### src/rtl/encode_prefix_serializer.sv
// Serializes one set of x86 prefix flags into legal prefix bytes, one per cycle, over a valid/ready stream.
// Optional branch-hint inputs in group 2 are enabled with `define PREFIX_BRANCH_HINT_EN.
module encode_prefix_serializer #(
  parameter int GROUP_ORDER_REVERSE = 0,
  parameter int ERROR_ON_CONFLICT   = 1
) (
  input  logic       i_clk,
  input  logic       i_rst_n,
  input  logic       i_req_valid,
  output logic       o_req_ready,
  input  logic       i_group_1_lock_bus,
  input  logic       i_group_1_repeat_not_equal,
  input  logic       i_group_1_repeat_equal,
  input  logic       i_group_2_segment_override,
  input  logic [2:0] i_segment_override_index,
  input  logic       i_group_3_operand_size,
  input  logic       i_group_4_address_size,
`ifdef PREFIX_BRANCH_HINT_EN
  input  logic       i_group_2_hint_branch_taken,
  input  logic       i_group_2_hint_branch_not_taken,
`endif
  output logic       o_byte_valid,
  input  logic       i_byte_ready,
  output logic [7:0] o_byte,
  output logic       o_byte_last,
  output logic       o_done,
  output logic       o_error,
  output logic [2:0] o_prefix_count
);

  typedef enum logic [1:0] {S_IDLE, S_EMIT, S_DONE} state_t;

  state_t     r_state;
  logic [3:0] r_mask;
  logic [7:0] r_code [4];
  logic [2:0] r_count;

  logic [1:0] w_g1_n;
  logic [7:0] w_g1_code;
  logic [7:0] w_seg_code;
  logic       w_seg_bad;
  logic       w_g2;
  logic [7:0] w_g2_code;
  logic       w_hint_bad;
  logic       w_err;
  logic [3:0] w_in_mask;
  logic [7:0] w_in_code [4];
  logic [1:0] w_in_sel;
  logic [1:0] w_sel;
  logic [3:0] w_rem;

  // Bit 0 is group 1; the configured order decides whether the lowest or highest pending bit goes first.
  function automatic logic [1:0] f_first(input logic [3:0] m);
    logic [1:0] r;
    r = 2'd0;
    if (GROUP_ORDER_REVERSE != 0) begin
      for (int i = 0; i < 4; i++) if (m[i]) r = 2'(i);
    end else begin
      for (int i = 3; i >= 0; i--) if (m[i]) r = 2'(i);
    end
    return r;
  endfunction

  function automatic logic f_single(input logic [3:0] m);
    return (m != 4'd0) && ((m & (m - 4'd1)) == 4'd0);
  endfunction

  always_comb begin
    w_g1_n    = 2'(i_group_1_lock_bus) + 2'(i_group_1_repeat_not_equal) + 2'(i_group_1_repeat_equal);
    w_g1_code = i_group_1_lock_bus ? 8'hF0 : (i_group_1_repeat_not_equal ? 8'hF2 : 8'hF3);
    w_seg_bad = 1'b0;
    case (i_segment_override_index)
      3'd0:    w_seg_code = 8'h26;
      3'd1:    w_seg_code = 8'h2E;
      3'd2:    w_seg_code = 8'h36;
      3'd3:    w_seg_code = 8'h3E;
      3'd4:    w_seg_code = 8'h64;
      3'd5:    w_seg_code = 8'h65;
      default: begin
        w_seg_code = 8'h00;
        w_seg_bad  = i_group_2_segment_override;
      end
    endcase
`ifdef PREFIX_BRANCH_HINT_EN
    w_g2       = i_group_2_segment_override | i_group_2_hint_branch_taken | i_group_2_hint_branch_not_taken;
    w_hint_bad = (i_group_2_hint_branch_taken & i_group_2_hint_branch_not_taken) |
                 ((i_group_2_hint_branch_taken | i_group_2_hint_branch_not_taken) & i_group_2_segment_override);
    w_g2_code  = i_group_2_segment_override ? w_seg_code :
                 (i_group_2_hint_branch_taken ? 8'h3E : 8'h2E);
`else
    w_g2       = i_group_2_segment_override;
    w_hint_bad = 1'b0;
    w_g2_code  = w_seg_code;
`endif
    w_err = ((ERROR_ON_CONFLICT != 0) && (w_g1_n > 2'd1)) || w_seg_bad || w_hint_bad;
    w_in_mask    = {i_group_4_address_size, i_group_3_operand_size, w_g2, (w_g1_n != 2'd0)};
    w_in_code[0] = w_g1_code;
    w_in_code[1] = w_g2_code;
    w_in_code[2] = 8'h66;
    w_in_code[3] = 8'h67;
    w_in_sel = f_first(w_in_mask);
    w_sel    = f_first(r_mask);
    w_rem    = r_mask & ~(4'b0001 << w_sel);
  end

  always_ff @(posedge i_clk or negedge i_rst_n) begin
    if (!i_rst_n) begin
      r_state        <= S_IDLE;
      r_mask         <= 4'd0;
      r_count        <= 3'd0;
      for (int i = 0; i < 4; i++) r_code[i] <= 8'h00;
      o_req_ready    <= 1'b1;
      o_byte_valid   <= 1'b0;
      o_byte         <= 8'h00;
      o_byte_last    <= 1'b0;
      o_done         <= 1'b0;
      o_error        <= 1'b0;
      o_prefix_count <= 3'd0;
    end else begin
      case (r_state)
        S_IDLE: begin
          if (i_req_valid) begin
            o_req_ready <= 1'b0;
            r_count     <= 3'd0;
            for (int i = 0; i < 4; i++) r_code[i] <= w_in_code[i];
            if (w_err || (w_in_mask == 4'd0)) begin
              r_mask         <= 4'd0;
              r_state        <= S_DONE;
              o_done         <= 1'b1;
              o_error        <= w_err;
              o_prefix_count <= 3'd0;
            end else begin
              r_mask       <= w_in_mask;
              r_state      <= S_EMIT;
              o_byte_valid <= 1'b1;
              o_byte       <= w_in_code[w_in_sel];
              o_byte_last  <= f_single(w_in_mask);
            end
          end
        end
        S_EMIT: begin
          // Present the next byte right away so a held-high ready sees no bubble.
          if (i_byte_ready) begin
            r_mask  <= w_rem;
            r_count <= r_count + 3'd1;
            if (w_rem == 4'd0) begin
              r_state        <= S_DONE;
              o_byte_valid   <= 1'b0;
              o_byte_last    <= 1'b0;
              o_done         <= 1'b1;
              o_error        <= 1'b0;
              o_prefix_count <= r_count + 3'd1;
            end else begin
              o_byte      <= r_code[f_first(w_rem)];
              o_byte_last <= f_single(w_rem);
            end
          end
        end
        S_DONE: begin
          r_state     <= S_IDLE;
          o_done      <= 1'b0;
          o_error     <= 1'b0;
          o_req_ready <= 1'b1;
        end
        default: r_state <= S_IDLE;
      endcase
    end
  end

endmodule

### config.mk
export PLATFORM = sky130hd
export DESIGN_NAME = encode_prefix_serializer
export DESIGN_NICKNAME = d
export VERILOG_FILES = /design/src/rtl/encode_prefix_serializer.sv
export SDC_FILE = /design/constraint.sdc
export NUM_CORES = 1
export LEC_CHECK = 0
export ABC_AREA = 1
export CORE_ASPECT_RATIO = 0.6
export CORE_UTILIZATION = 40
export DETAILED_ROUTE_END_ITERATION = 10
export DONT_BUFFER_PORTS = 1
export PLACE_DENSITY = 0.62
export RECOVER_POWER = 50
export SYNTH_ARGS = -nofsm -noshare
export SYNTH_HDL_FRONTEND = slang
export SYNTH_SLANG_ARGS = --single-unit
### constraint.sdc
create_clock -name i_clk -period 2 [get_ports i_clk]
set_input_delay 0.4 -clock i_clk [delete_from_list [all_inputs] [get_ports i_clk]]
set_output_delay 0.4 -clock i_clk [all_outputs]
set_load 0.005 [all_outputs]
==> results.cfg <==
[detailed_routing]
vias_per_cell = 5.03
drt_wl_total_um = 4740
vias = 1710
drt_iter0_markers = 125
drt_first_pass_iters = 4
wire_per_inst_um = 13.9
drc_errors = 0
postRouteAntennaNets = 0

[placed_design]
gp_routability_congestion = 0.839
io_buffer_count = 0
pre_cts_slack_ns = 0.0801
dp_hpwl_um = 3590
placed_cells = 330

[synthesis]
ys_async_sr_fraction = 1.00
yosysUniqueCellTypes = 27
synthCells = 264
synth.area.top_cells = dfrtp_1 (43%), nand2_1 (16%), o21ai_0 (7.0%)
synth.largest_area_cell = dfrtp_1
synth.most_common_cell = nand2_1
ys_ff_latch = 34
synth_ff_type = dfrtp_1
synth_area_mm2 = 0.00193
yosysTopAreaCellShare = 0.428
ys_warn_count = 0
yosysSeqAreaShare = 0.441
synth_common_cells = nand2_1 (83), dfrtp_1 (33), inv_1 (30)
syn_area_per_cell_um2 = 7.31
synth_fp_nets = 283
synth_edf_count = 0

[timing]
maxSlewHeadroom = 0.422
final_max_slew_viol_count = 0
skew_ns = 0.00313
fin_ws_ns = 0.206
tns_ns = 0
hold_viol_final = 0
setup_violations = 0
grt_setup_unrepaired = no
period_needed_ns = 1.79
worst_pin_slew_ns = 0.867
fin_crit_sh = 0.897
fin_hold_ws_ns = 0.215
timing.fmax_mhz = 557

[critical_path]
worst_path_largest_cell_delay_ns = 0.42
cp_slowest_cell = dfrtp_1
path_buf_inv = 2
cp.arrival_ns = 1.97
cp_top_family = simple AND/OR/NAND/NOR gates
crit_chain = inv_1 -> ha_1 -> inv_1 -> nand2_1 -> nand2_1 -> nor2_4 -> nand2_2 -> nor2_4 -> nand2_1 -> nor2_1 -> nor2_1
cp_common_cell = nand2_1
critPathCaptureType = flop
crit_fanout = 7
cp-start-kind = flop
crit_type = reg -> reg
worstPathRequired_ns = 2.18

[floorplan]
die_x_um = 91.7
die_area_mm2 = 0.00512
core_area_mm2 = 0.00461
initial_utilization = 0.419
rows = 19
die_h_um = 55.8
num_io_pins = 29

[global_routing]
grt_max_degree = 35
grt_busiest_layer = met1
antenna_found_initial = 0
gr-usage-all-layers = 0.207
met3_usage = 0.0765
met2_usage = 0.257
grt_pass1_wl_um = 7980
use_met1 = 0.330
grt-ovfl-total = 0
grt_pass1_vias = 1581

[outcome]
status = complete, no violations

[cts]
cts_setup_buffers = 0
clkTransAtPathRegs_ns = 0.07
clockRootBuffer = clkbuf_8
cts_buffer_depth = 2
cts_max_level = 2
cts_sinks = 34
cts_tree = yes
insertion_delay_ns = 0.28
numCtsBuffers = 5

[cells_and_area]
antenna_cells = 0
fin_util = 0.470
instances_no_fill = 340
layout-drive-gt1-share = 0.105
areaGrowthSynthToFinish_pct = 12.3
fin_nets = 295

[pwr]
leakage_nw = 1.14
p_per_area_mw_per_mm2 = 1430
worst_ir_drop_vdd_uv = 710

[flow_run]
cap_viol_max_count = 0

[hold_path]
hold_class = in -> reg
==> worst reg2reg max path: stages (launching register included) <==
cell and delay [ns]:
dfrtp_1 0.42, inv_1 0.10, ha_1 0.23, inv_1 0.10, nand2_1 0.07, nand2_1 0.09
nor2_4 0.18, nand2_2 0.12, nor2_4 0.18, nand2_1 0.07, nor2_1 0.09, nor2_1 0.05
==> metrics by stage <==
stage	cell area, um2	power, mW
2_1_floorplan	1930	2.12
3_3_place_gp	2040	2.45
3_5_place_dp	2040	2.46
4_1_cts	2180	3.10
5_1_grt	2170	3.37
6_report	2170	3.10
==> cells in the final DEF (no fill, tap or decap) <==
| cell type | count |
|---|---|
| nand2_1 | 83 |
| dfrtp_1 | 33 |
| inv_1 | 30 |
| o21ai_0 | 27 |
| nor2_1 | 25 |
| nand3_1 | 23 |
| clkbuf_8 | 8 |
| buf_4 | 7 |
| a21oi_1 | 5 |
| ha_1 | 5 |
| nand4_1 | 4 |
| nor3_1 | 4 |
| nand2_2 | 3 |
| or2_2 | 2 |
| nor2_2 | 2 |
| inv_2 | 2 |
| nor2_4 | 2 |
| o211ai_1 | 2 |
| or2_1 | 1 |
| nand3_4 | 1 |
| o21ai_1 | 1 |
| a22oi_1 | 1 |
| a31oi_1 | 1 |
| nand3b_1 | 1 |
| fa_1 | 1 |
| clkbuf_2 | 1 |
| dlygate4sd3_1 | 1 |
| dfstp_2 | 1 |
==> final timing paths <==
kind,start,endpoint,slack (ns),cells after the start
max,r_state[0]$_DFFE_PN0P_,o_byte[0]$_DFFE_PN0P_,0.21,11
min,i_group_1_lock_bus,r_code[25]$_DFFE_PN0P_,0.21,1
max reg2reg,r_state[0]$_DFFE_PN0P_,o_byte[0]$_DFFE_PN0P_,0.21,11
min reg2reg,o_req_ready$_DFFE_PN1P_,o_req_ready$_DFFE_PN1P_,0.49,2
max in group asynchronous,i_rst_n,o_byte_last$_DFFE_PN0P_,0.70,2
min in group asynchronous,i_rst_n,r_mask[0]$_DFFE_PN0P_,0.76,2
==> state kept, by name, indices dropped and copies added, names as in the netlist <==
signal and flops:
r_code 9, o_byte 8, r_mask 4, o_prefix_count 3, r_count 3, r_state 2
o_byte_last 1, o_byte_valid 1, o_done 1, o_error 1, o_req_ready 1
==> routing by layer <==
layer	routed length (um)	part of all wire
met5	0	0
met4	28	0.0059
met3	454	0.096
met2	1690	0.36
met1	2570	0.54
==> logic make-up (layout without fill, tap and decap cells) <==
logic type / after synthesis / count (layout) / share of synthesized area
adder cells (fa/ha/maj): 6 / 6 / 0.0428
flip-flops: 34 / 34 / 0.441
AND/OR/NAND/NOR: 151 / 151 / 0.341
AO/OA/AOI/OAI: 37 / 37 / 0.100
buffers and inverters: 36 / 49 / 0.0745
==> final cells by class <==
class                   count  area [um2]
multi-input cells         194         940
well taps                  63        78.8
inverters                  32         120
fillers                   484        2440
clock buffers               8         110
repair buffers              9        67.6
flip-flops and latches     34         852
==> repair_timing <==
| action | 4_1_cts | 5_1_grt |
|---|---|---|
| hold buffers | 2 | 0 |
| gates resized for setup | 0 | 1 |
| hold endpoints to repair | 34 | 0 |
| setup endpoints to repair | 0 | 5 |
==> report_power, final <==
group	internal [mW]	switching (mW)
sequential	0.958	0.187
clock	0.348	0.254
combinational	0.462	0.888
total	1.77	1.33
(Power assumes the default switching activity.)
